--- config.mk ---
export PLATFORM = sky130hd
export DESIGN_NAME = nv_fifo_ctrl_16x272
export DESIGN_NICKNAME = d
export VERILOG_FILES = /design/src/rtl/nv_fifo_ctrl_16x272.sv
export SDC_FILE = /design/constraint.sdc
export NUM_CORES = 1
export LEC_CHECK = 0
export BUFFER_PORTS_ARGS = -buffer_cell sky130_fd_sc_hd__buf_2
export CELL_PAD_IN_SITES_DETAIL_PLACEMENT = 2
export CELL_PAD_IN_SITES_GLOBAL_PLACEMENT = 2
export CORE_AREA = 2 2 428 430
export DETAILED_ROUTE_END_ITERATION = 10
export DIE_AREA = 0 0 430 432
export MAX_ROUTING_LAYER = met4
export PLACE_DENSITY = 0.36
export SKIP_CTS_REPAIR_TIMING = 1
export SLEW_MARGIN = 20
export SYNTH_ARGS = -nofsm -noshare
export SYNTH_HDL_FRONTEND = slang
export SYNTH_SLANG_ARGS = --single-unit
--- constraint.sdc ---
create_clock -name nvdla_core_clk -period 2.4 [get_ports nvdla_core_clk]
set_clock_uncertainty 0.05 [all_clocks]
set_input_delay 0.12 -clock nvdla_core_clk [delete_from_list [all_inputs] [get_ports nvdla_core_clk]]
set_output_delay 0.12 -clock nvdla_core_clk [all_outputs]
set_load 0.05 [all_outputs]
--- src/rtl/nv_fifo_ctrl_16x272.sv ---
// nv_fifo_ctrl_16x272: valid/ready FIFO sequencer for an external
// 16x272 1R1W RAM with a registered read address and a combinational dout.
// The RAM read address register always tracks rd_ptr, so rd_pd is simply
// the RAM output and a pop exposes the next entry without a bubble.

module nv_fifo_ctrl_16x272 #(
    parameter int DEPTH    = 16,
    parameter int AW       = 4,
    parameter int DW       = 272,
    parameter int AFULL_TH = 12
) (
    input  logic          nvdla_core_clk,
    input  logic          nvdla_core_rstn,
    input  logic          wr_pvld,
    output logic          wr_prdy,
    input  logic [DW-1:0] wr_pd,
    output logic          wr_afull,
    output logic          rd_pvld,
    input  logic          rd_prdy,
    output logic [DW-1:0] rd_pd,
    output logic [AW:0]   count,
    output logic          ram_we,
    output logic [AW-1:0] ram_wa,
    output logic [DW-1:0] ram_di,
    output logic          ram_re,
    output logic [AW-1:0] ram_ra,
    input  logic [DW-1:0] ram_dout
);

    localparam logic [AW:0]   DEPTH_C = (AW+1)'(DEPTH);
    localparam logic [AW:0]   AFULL_C = (AW+1)'(AFULL_TH);
    localparam logic [AW:0]   CNT_ONE = (AW+1)'(1);
    localparam logic [AW-1:0] PTR_ONE = AW'(1);

    logic [AW-1:0] wr_ptr_r;
    logic [AW-1:0] rd_ptr_r;
    logic [AW:0]   count_r;
    logic          prime_pend_r;
    logic          afull_r;

    logic [AW-1:0] wr_ptr_nxt_s;
    logic [AW-1:0] rd_ptr_nxt_s;
    logic [AW:0]   count_nxt_s;
    logic          afull_nxt_s;

    logic          full_s;
    logic          wr_prdy_s;
    logic          rd_pvld_s;
    logic          push_s;
    logic          pop_s;

    // Handshake decode; a full FIFO refuses writes even when a pop is under way.
    assign full_s    = (count_r == DEPTH_C);
    assign wr_prdy_s = ~full_s & nvdla_core_rstn;
    assign rd_pvld_s = (count_r != '0) & ~prime_pend_r;
    assign push_s    = wr_pvld & wr_prdy_s;
    assign pop_s     = rd_pvld_s & rd_prdy;

    assign wr_prdy  = wr_prdy_s;
    assign rd_pvld  = rd_pvld_s;
    assign rd_pd    = ram_dout;
    assign count    = count_r;
    assign wr_afull = afull_r;

    // Write port is a straight pass-through of the accepted payload.
    assign ram_we = push_s;
    assign ram_wa = wr_ptr_r;
    assign ram_di = wr_pd;

    // Read-address sequencing: load rd_ptr once after reset, then the
    // successor of rd_ptr on every pop so the RAM is already looking ahead.
    assign ram_re = pop_s | prime_pend_r;
    assign ram_ra = pop_s ? (rd_ptr_r + PTR_ONE) : rd_ptr_r;

    // Next-state computation for pointers, occupancy and almost-full flag.
    always_comb begin
        wr_ptr_nxt_s = wr_ptr_r;
        rd_ptr_nxt_s = rd_ptr_r;
        count_nxt_s  = count_r;
        afull_nxt_s  = (count_r >= AFULL_C);

        if (push_s) begin
            wr_ptr_nxt_s = wr_ptr_r + PTR_ONE;
        end else begin
            wr_ptr_nxt_s = wr_ptr_r;
        end

        if (pop_s) begin
            rd_ptr_nxt_s = rd_ptr_r + PTR_ONE;
        end else begin
            rd_ptr_nxt_s = rd_ptr_r;
        end

        case ({push_s, pop_s})
            2'b10:   count_nxt_s = count_r + CNT_ONE;
            2'b01:   count_nxt_s = count_r - CNT_ONE;
            default: count_nxt_s = count_r;
        endcase
    end

    // State registers; reset discards contents and re-arms read-address priming.
    always_ff @(posedge nvdla_core_clk or negedge nvdla_core_rstn) begin
        if (!nvdla_core_rstn) begin
            wr_ptr_r     <= '0;
            rd_ptr_r     <= '0;
            count_r      <= '0;
            prime_pend_r <= 1'b1;
            afull_r      <= 1'b0;
        end else begin
            wr_ptr_r     <= wr_ptr_nxt_s;
            rd_ptr_r     <= rd_ptr_nxt_s;
            count_r      <= count_nxt_s;
            prime_pend_r <= 1'b0;
            afull_r      <= afull_nxt_s;
        end
    end

    nv_fifo_ctrl_16x272_chk #(
        .AW    (AW),
        .DW    (DW),
        .DEPTH (DEPTH)
    ) u_chk (
        .clk     (nvdla_core_clk),
        .rst_n   (nvdla_core_rstn),
        .count   (count_r),
        .push    (push_s),
        .rd_pvld (rd_pvld_s),
        .rd_prdy (rd_prdy),
        .rd_pd   (ram_dout)
    );

endmodule

// Simulation checker: occupancy bound, no push at full, stable stalled data.
module nv_fifo_ctrl_16x272_chk #(
    parameter int AW    = 4,
    parameter int DW    = 272,
    parameter int DEPTH = 16
) (
    input logic          clk,
    input logic          rst_n,
    input logic [AW:0]   count,
    input logic          push,
    input logic          rd_pvld,
    input logic          rd_prdy,
    input logic [DW-1:0] rd_pd
);

    localparam logic [AW:0] DEPTH_C = (AW+1)'(DEPTH);

    a_count_bound: assert property (@(posedge clk) disable iff (!rst_n)
        count <= DEPTH_C);

    a_no_push_full: assert property (@(posedge clk) disable iff (!rst_n)
        !(push && (count == DEPTH_C)));

    a_stall_stable: assert property (@(posedge clk) disable iff (!rst_n)
        (rd_pvld && !rd_prdy) |=> $stable(rd_pd));

endmodule

==> results of run 1 <==
-- report_power, final --
part	internal (mW)	leakage, nW	total, mW	switching, mW
sequential	0.384	0.173	0.524	0.140
combinational	0.400	0.347	1.38	0.983
clock	0.225	0.0382	0.333	0.107
total	1.01	0.558	2.24	1.23
-- layout make-up --
type	instances	area [um^2]
clock buffer	4	78.8
fill	21662	178000
inverter	6	22.5
multi-input combinational	52	460
sequential	15	382
tap	2385	2980
timing repair buffer	34	205
-- state kept, by name, indices dropped and copies added, names as in the netlist --
| signal | cells |
|---|---|
| ram_wa | 4 |
| count | 5 |
| rd_ptr_r | 4 |
| wr_afull | 1 |
| prime_pend_r | 1 |
-- through the flow --
step | hold slack (ns) | worst slack [ns] | util [%] | power [mW] | TNS (ns)
2_1_floorplan | -0.226 | -0.104 | - | 3.80 | -0.233
5_1_grt | 0.190 | 0.00705 | 2.27 | 2.36 | 0
4_1_cts | -0.172 | -0.0644 | 2.26 | 2.23 | -0.0644
3_5_place_dp | 0.0905 | -0.0443 | 2.21 | 1.89 | -0.0443
6_report | 0.190 | 0.0745 | 2.27 | 2.24 | 0
3_3_place_gp | 0.0877 | 0.0244 | 2.21 | 1.88 | 0
-- cells in the mapped netlist (all sizes together) --
cell type and number:
dfrtp 14, xnor2 5, fa 1, o311ai 1, conb 1, a21boi 1
mux2 2, mux2i 1, ha 6, o211ai 1, nand3 1, a21oi 4
o22ai 1, a21o 2, xor2 4, nand4 3, o21ai 2, nor4b 1
buf 545, o2111ai 1, nor4 1, or2 1, or3 1, dfstp 1
nor2b 1, nand2b 1, inv 6, nand2 8, a311oi 1
-- logic make-up (layout without fill, tap and decap cells) --
logic type | count (synthesis) | in the layout | share of synthesized area (%)
compound gates | 14 | 14 | 2.04
xor+xnor | 9 | 9 | 1.61
fa+ha+maj | 7 | 7 | 1.94
buf+inv | 551 | 44 | 83.8
flops | 15 | 15 | 7.67
mux | 3 | 3 | 0.663
other cells | 1 | 1 | 0.0764
simple gates | 18 | 18 | 2.22
-- cell usage in the layout, fill, tap and decap left out, types with 2 or more instances in the layout --
cell                         n
sky130_fd_sc_hd__buf_2      21
sky130_fd_sc_hd__a21o_1      2
sky130_fd_sc_hd__dfrtp_2     4
sky130_fd_sc_hd__inv_2       2
sky130_fd_sc_hd__xor2_1      4
sky130_fd_sc_hd__nand2_1     8
sky130_fd_sc_hd__xnor2_1     5
sky130_fd_sc_hd__dfrtp_1    10
sky130_fd_sc_hd__clkbuf_16   3
sky130_fd_sc_hd__o21ai_0     2
sky130_fd_sc_hd__buf_4      12
sky130_fd_sc_hd__a21oi_2     2
sky130_fd_sc_hd__nand4_1     3
sky130_fd_sc_hd__mux2_1      2
sky130_fd_sc_hd__ha_1        5
sky130_fd_sc_hd__inv_1       4
-- metal layers --
metal	GRT usage, %	wire length [um]	up-vias
met5	-	0	-
met2	11.3	32400	816
met4	2.25	2530	0
li1	-	-	333
met1	2.49	8520	655
met3	17.5	35900	134
-- worst max-delay path by stage --
stage | startpoint | endpoint | cells past startpoint
after detailed placement | count[2] | count[4] | 7
after CTS | count[2] | count[4] | 7
final | count[3] | count[4] | 8
after floorplan | count[2] | count[4] | 10
after global placement | count[2] | count[4] | 7
after global routing | count[3] | count[4] | 8
==> impl.org, run 1 <==
** Global routing
- Aggregate global-route resource usage :: 8.28%
- Number of antenna violations at the first check in global routing :: 1
- The first global-routing pass estimated 83,400 um of wire.
- For this run the aggregate overflow at the end of global routing stands at 0.
- Via count of the first global-routing pass :: 1,833
- Maximum number of pins on one net before global-route repair :: 17

** Place
- PortBufs :: 21
- Summed over all nets, the half-perimeter wirelength after detailed placement is 76,100 um.
- At the end of routability-driven placement, the weighted congestion stood at 0.818.
- Total instance count after detailed placement :: 2,490
- After detailed placement, the total cell area comes to 4020 um^2.

** Timing
- Static timing analysis puts the maximum clock frequency at 430 MHz.
- The final count of pins violating max slew is 0.
- Final critical path time including I/O delays and setup :: 2.33 ns
- Setup violations remaining at the end of the flow were counted as 0.
- At the pin with the least slew margin, the transition time is 0.520 ns.
- Worst-case headroom to the max-slew limit :: 65.6%
- The hold violation count in the final report was 0.
- Portion of the clock cycle consumed by the worst path in the final layout :: 96.9%
- Setup repair after global routing left no endpoint under its margin.

** Floorplan
- Die width :: 430 um
- For this design the top-level I/O count stands at 1,110.
- Number of placement rows :: 157
- Overall die area :: 186,000 um^2
- Height of the die :: 432 um
- The region available for standard cell placement spans 182,000 um^2.
- Starting density of the core :: 2.70%

** Route
- Drt initial violations :: 153
- Vias per inst :: 0.776
- Total length of routed wires :: 79,300 um
- ANT nets after route :: 0
- DRC violations left :: 0
- Before antenna repair, the detailed router went through 4 iterations.
- The routed layout has 1,938 vias.
- Final routed wire length divided by cell count :: 31.8 um

** Setup path
- Required time of the critical path :: 2.46 ns
- In this design, the stage delay of the slowest critical-path cell is 0.42 ns.
- The worst register-to-register path ends at count[4].
- In this run the worst path has a maximum fanout of 6.
- Crit path buf inv count :: 1
- In this run the critical register-to-register path is launched from count[3].
- The worst register-to-register path has a setup slack of 0.07 ns.
- Kind of start point of the critical path :: flop
- The worst register-to-register path has a depth of 8.
- Endpoint class of the critical path :: flop
- Among all stages on the critical path, the largest delay is contributed by sky130_fd_sc_hd__dfrtp_2.
- Traced cell by cell, the critical path runs through nor4_4 > buf_4 > a21oi_2 > ha_4 > ha_1 > or3_1 > o311ai_2 > o211ai_1.
- Grouping stages by cell kind, the critical path spends the most delay in simple AND/OR/NAND/NOR gates.
- Start-to-end type of the worst setup path :: reg -> reg
- Endpoint arrival time on the critical path :: 2.39 ns

** Worst hold path
- The worst hold path terminates at ram_di[140].
- In this run the worst hold path is classified as in -> out.
- Hold path startpoint :: wr_pd[140]
- Hold path cells :: 0

** Clock tree
- Clock-pin slew was measured on the worst setup and hold paths at 0.05 ns.
- H-Tree Depth :: 1
- Counting the buffers created by CTS gives 3.
- Clock sink count :: 15
- TritonCTS clock tree :: done
- Worst-Skew Late Latency :: 0.25 ns
- The tree is rooted in a sky130_fd_sc_hd__clkbuf_16.
- Clock Path Buffers :: 2

** Final layout
- The repair_antennas step left the layout with diodes totalling 0.
- After routing the design area is 4130 um^2.
- Fraction of layout instances using a drive strength above 1 :: 46.8%
- At the end of the flow, the number of nets in the layout was 667.
- Layout-stage area growth over the synthesis result :: -15.8%
- Cell Count, Final, Fillers Out :: 2,496

** Synthesis
- sky130_fd_sc_hd__buf_4 takes more of the synthesized area than any other cell.
- Summing every instance area after synthesis gives 4910 um^2.
- Avg Cell Area, Syn :: 7.94 um^2
- Leading cell types by total area after synthesis :: sky130_fd_sc_hd__buf_4, sky130_fd_sc_hd__dfrtp_1, sky130_fd_sc_hd__ha_1
- Synth Register Bits :: 15
- In this run, distinct cell masters in the synthesized netlist total 31.
- Gate count of the mapped netlist :: 618
- Sequential area share after synthesis :: 7.67%
- The Yosys step of the flow raised 0 warnings.
- Number of nets produced by synthesis :: 1,173
- The synthesized design devotes to its leading area cell type 83.2% of total area.

** Job
- Number of violations of the max-capacitance limit :: 0

** Pwr
- Leakage power :: 0.558 nW
- P per Cell Area :: 542 nW/um^2
- Peak VDD IR :: 0.312 mV

** Status
- Run status :: finished clean
Note: power is estimated with default switching activity, not from simulation.
==> run 2, diff against run 1 <==
--- a/config.mk
+++ b/config.mk
@@ -9,6 +9,7 @@
 export CELL_PAD_IN_SITES_DETAIL_PLACEMENT = 2
 export CELL_PAD_IN_SITES_GLOBAL_PLACEMENT = 2
 export CORE_AREA = 2 2 428 430
+export CTS_BUF_LIST = sky130_fd_sc_hd__clkbuf_8
 export DETAILED_ROUTE_END_ITERATION = 10
 export DIE_AREA = 0 0 430 432
 export MAX_ROUTING_LAYER = met4
==> impl.org, run 2 (synthesis results as in run 1) <==
** Status
- Run status :: finished clean

** Job
- Number of violations of the max-capacitance limit :: 0

** Route
- In the routed design, unresolved DRC markers number 0.
- The first detailed-routing pass took 4 iterations.
- ANT nets after route :: 0
- Vias after detailed routing :: 1,929
- Drt initial violations :: 144
- After detailed routing, the number of vias per cell comes to 0.773.
- After detailed routing, the average wire length per cell comes to 31.7 um.
- Wires add up to 79,300 um.

** Floorplan
- Overall die area :: 186,000 um^2
- Standard cell core area :: 182,000 um^2
- Once the floorplan was initialized, standard cells occupied 2.70% of the core.
- The floorplan has 157 rows.
- Number of top-level design ports :: 1,110
- In this run the vertical extent of the chip is 432 um.
- In this run the horizontal extent of the chip is 430 um.

** Pwr
- Peak VDD IR :: 0.317 mV
- Net switching is 57.7% of the power.
- Summed over all nets, the switching power comes to 1.22 mW.
- Combinational cells account for 65.5% of the total power.
- Internal Power :: 0.897 mW
- Summed over all cells, the static leakage comes to 0.547 nW.
- Overall power after layout :: 2.12 mW
- Dividing total power by cell area gives a power density of 517 nW/um^2.
- Sequential cell fraction of total power :: 24.6%
- Fraction of power consumed by the clock network :: 9.9%

** Clock tree
- H-Tree Depth :: 1
- Clock sink count :: 15
- For the worst-skew pair, the clock arrives at the later sink with an insertion delay of 0.25 ns.
- Counting the buffers created by CTS gives 3.
- Clock-pin slew was measured on the worst setup and hold paths at 0.07 ns.
- Clock Path Buffers :: 2
- TritonCTS clock tree :: done
- Clock root cell :: sky130_fd_sc_hd__clkbuf_8

** Timing
- The final count of pins violating max slew was 0.
- At the pin with the least slew margin, the transition time is 0.520 ns.
- Derived from the worst setup path, the maximum achievable clock frequency is 430 MHz.
- Final critical path time including I/O delays and setup :: 2.33 ns
- Final setup vio count :: 0
- Hold violation total from the final report :: 0
- Portion of the clock cycle consumed by the worst path in the final layout :: 96.9%
- RSZ-0062 raised after global routing :: false
- Worst-case headroom to the max-slew limit :: 65.6%
- Worst hold margin :: 0.190 ns

** Setup path
- FF-to-FF path depth :: 8
- Required time of the critical path :: 2.47 ns
- Endpoint class of the critical path :: flop
- Start-to-end type of the worst setup path :: reg -> reg
- STA classifies the critical path startpoint as a flop.
- STA puts the critical path data arrival time at 2.40 ns.
- In this run the worst path has a maximum fanout of 6.

** Global routing
- The number of antenna violations at the first check in global routing was 1.
- Aggregate global-route resource usage :: 8.29%
- Summed over all layers, the global routing overflow is 0.
- Entering global routing, the biggest net connects 17 pins.
- The first global-routing pass estimated 83,400 um of wire.
- The number of global-route vias before repair is 1,824.

** Worst hold path
- Hold path cells :: 0
- Hold WC Path Type :: in -> out

** Final layout
- Max reg flops :: 5
- Leaving out fill and tap cells, the most frequent cells in the layout are sky130_fd_sc_hd__buf_2, sky130_fd_sc_hd__buf_4, sky130_fd_sc_hd__dfrtp_1, sky130_fd_sc_hd__nand2_1.
- Ranked by flip-flop count, first place goes to count.
- The filler cells instantiated in the layout total 21,663.
- Area of combinational cells with multiple inputs :: 460 um^2
- Layout-stage area growth over the synthesis result :: -16.4%
- Most frequent standard cell in the layout excluding fill and tap cells :: sky130_fd_sc_hd__buf_2
- After routing the design area is 4100 um^2.
- Net count reported at finish :: 667
- Summing all flip-flop and latch instances after layout gives 382 um^2.
- In the final layout, the share of cells above drive strength 1 is 46.8%.

** Place
- Once detailed placement completed, the half-perimeter wirelength came to 76,100 um.
- Final GP Congestion :: 0.818
- In this run the tool buffered the top-level ports with 21 buffer cells.
- Summing all placed instances gives a cell area of 4020 um^2.
[run 2: changes by cell type in the layout (fill, tap and decap cells not counted), sizes merged]
| cell | delta |
|---|---|
| clkbuf | -1 |
| diode | +1 |
| inv | +1 |
[run 2: critical path: stages (launching register included)]
cell and delay (ns):
sky130_fd_sc_hd__dfrtp_2 0.43, sky130_fd_sc_hd__nor4_4 0.27, sky130_fd_sc_hd__buf_4 0.18, sky130_fd_sc_hd__a21oi_2 0.08, sky130_fd_sc_hd__ha_4 0.19, sky130_fd_sc_hd__ha_1 0.24, sky130_fd_sc_hd__or3_1 0.41, sky130_fd_sc_hd__o311ai_2 0.23
sky130_fd_sc_hd__o211ai_1 0.13
[run 2: power groups by stage]
| stage | sequential [mW] | clock (mW) | combinational [mW] |
|---|---|---|---|
| final | 0.522 | 0.210 | 1.39 |
| after detailed placement | 0.524 | 0 | 1.37 |
| after CTS | 0.521 | 0.213 | 1.38 |
| after global routing | 0.538 | 0.227 | 1.48 |
| after floorplan | 0.801 | 0 | 2.99 |
| after global placement | 0.519 | 0 | 1.36 |
[run 2: routing by layer]
metal	up-vias	part of all wire, %	track usage, %	wire length (um)
met5	-	0	-	0
met4	0	2.7	1.85	2130
met3	130	46	17.6	36300
met2	831	41	11.5	32800
met1	634	10	2.38	8060
li1	334	-	-	-
[run 2: final cells by class]
| class | count | area share [%] |
|---|---|---|
| sequential | 15 | 9.30 |
| clock buffer | 3 | 1.01 |
| clock inverter | 1 | 0.0915 |
| multi-input combinational | 52 | 11.2 |
| inverter | 6 | 0.549 |
| antenna | 1 | 0.0610 |
| timing repair buffer | 34 | 5.00 |
| tap | 2385 | 72.8 |
[run 2: path summary, 6_finish.rpt]
path,startpoint,slack (ns),end
hold / removal,wr_pd[140],0.19,ram_di[140]
min in group asynchronous,nvdla_core_rstn,0.35,count[1]
setup reg to reg,count[3],0.07,count[4]
max in group asynchronous,nvdla_core_rstn,1.70,prime_pend_r
setup / recovery,count[3],0.07,count[4]
hold reg to reg,rd_ptr_r[3],0.45,rd_ptr_r[3]
[run 2: through the flow]
stage	cells	utilization, %	TNS [ns]	setup slack, ns
6_report	2497	2.26	0	0.0748
4_1_cts	2494	2.24	-0.0528	-0.0528
3_3_place_gp	2490	2.21	0	0.0244
3_5_place_dp	2490	2.21	-0.0443	-0.0443
5_1_grt	2497	2.26	0	0.00982
2_1_floorplan	618	-	-0.233	-0.104
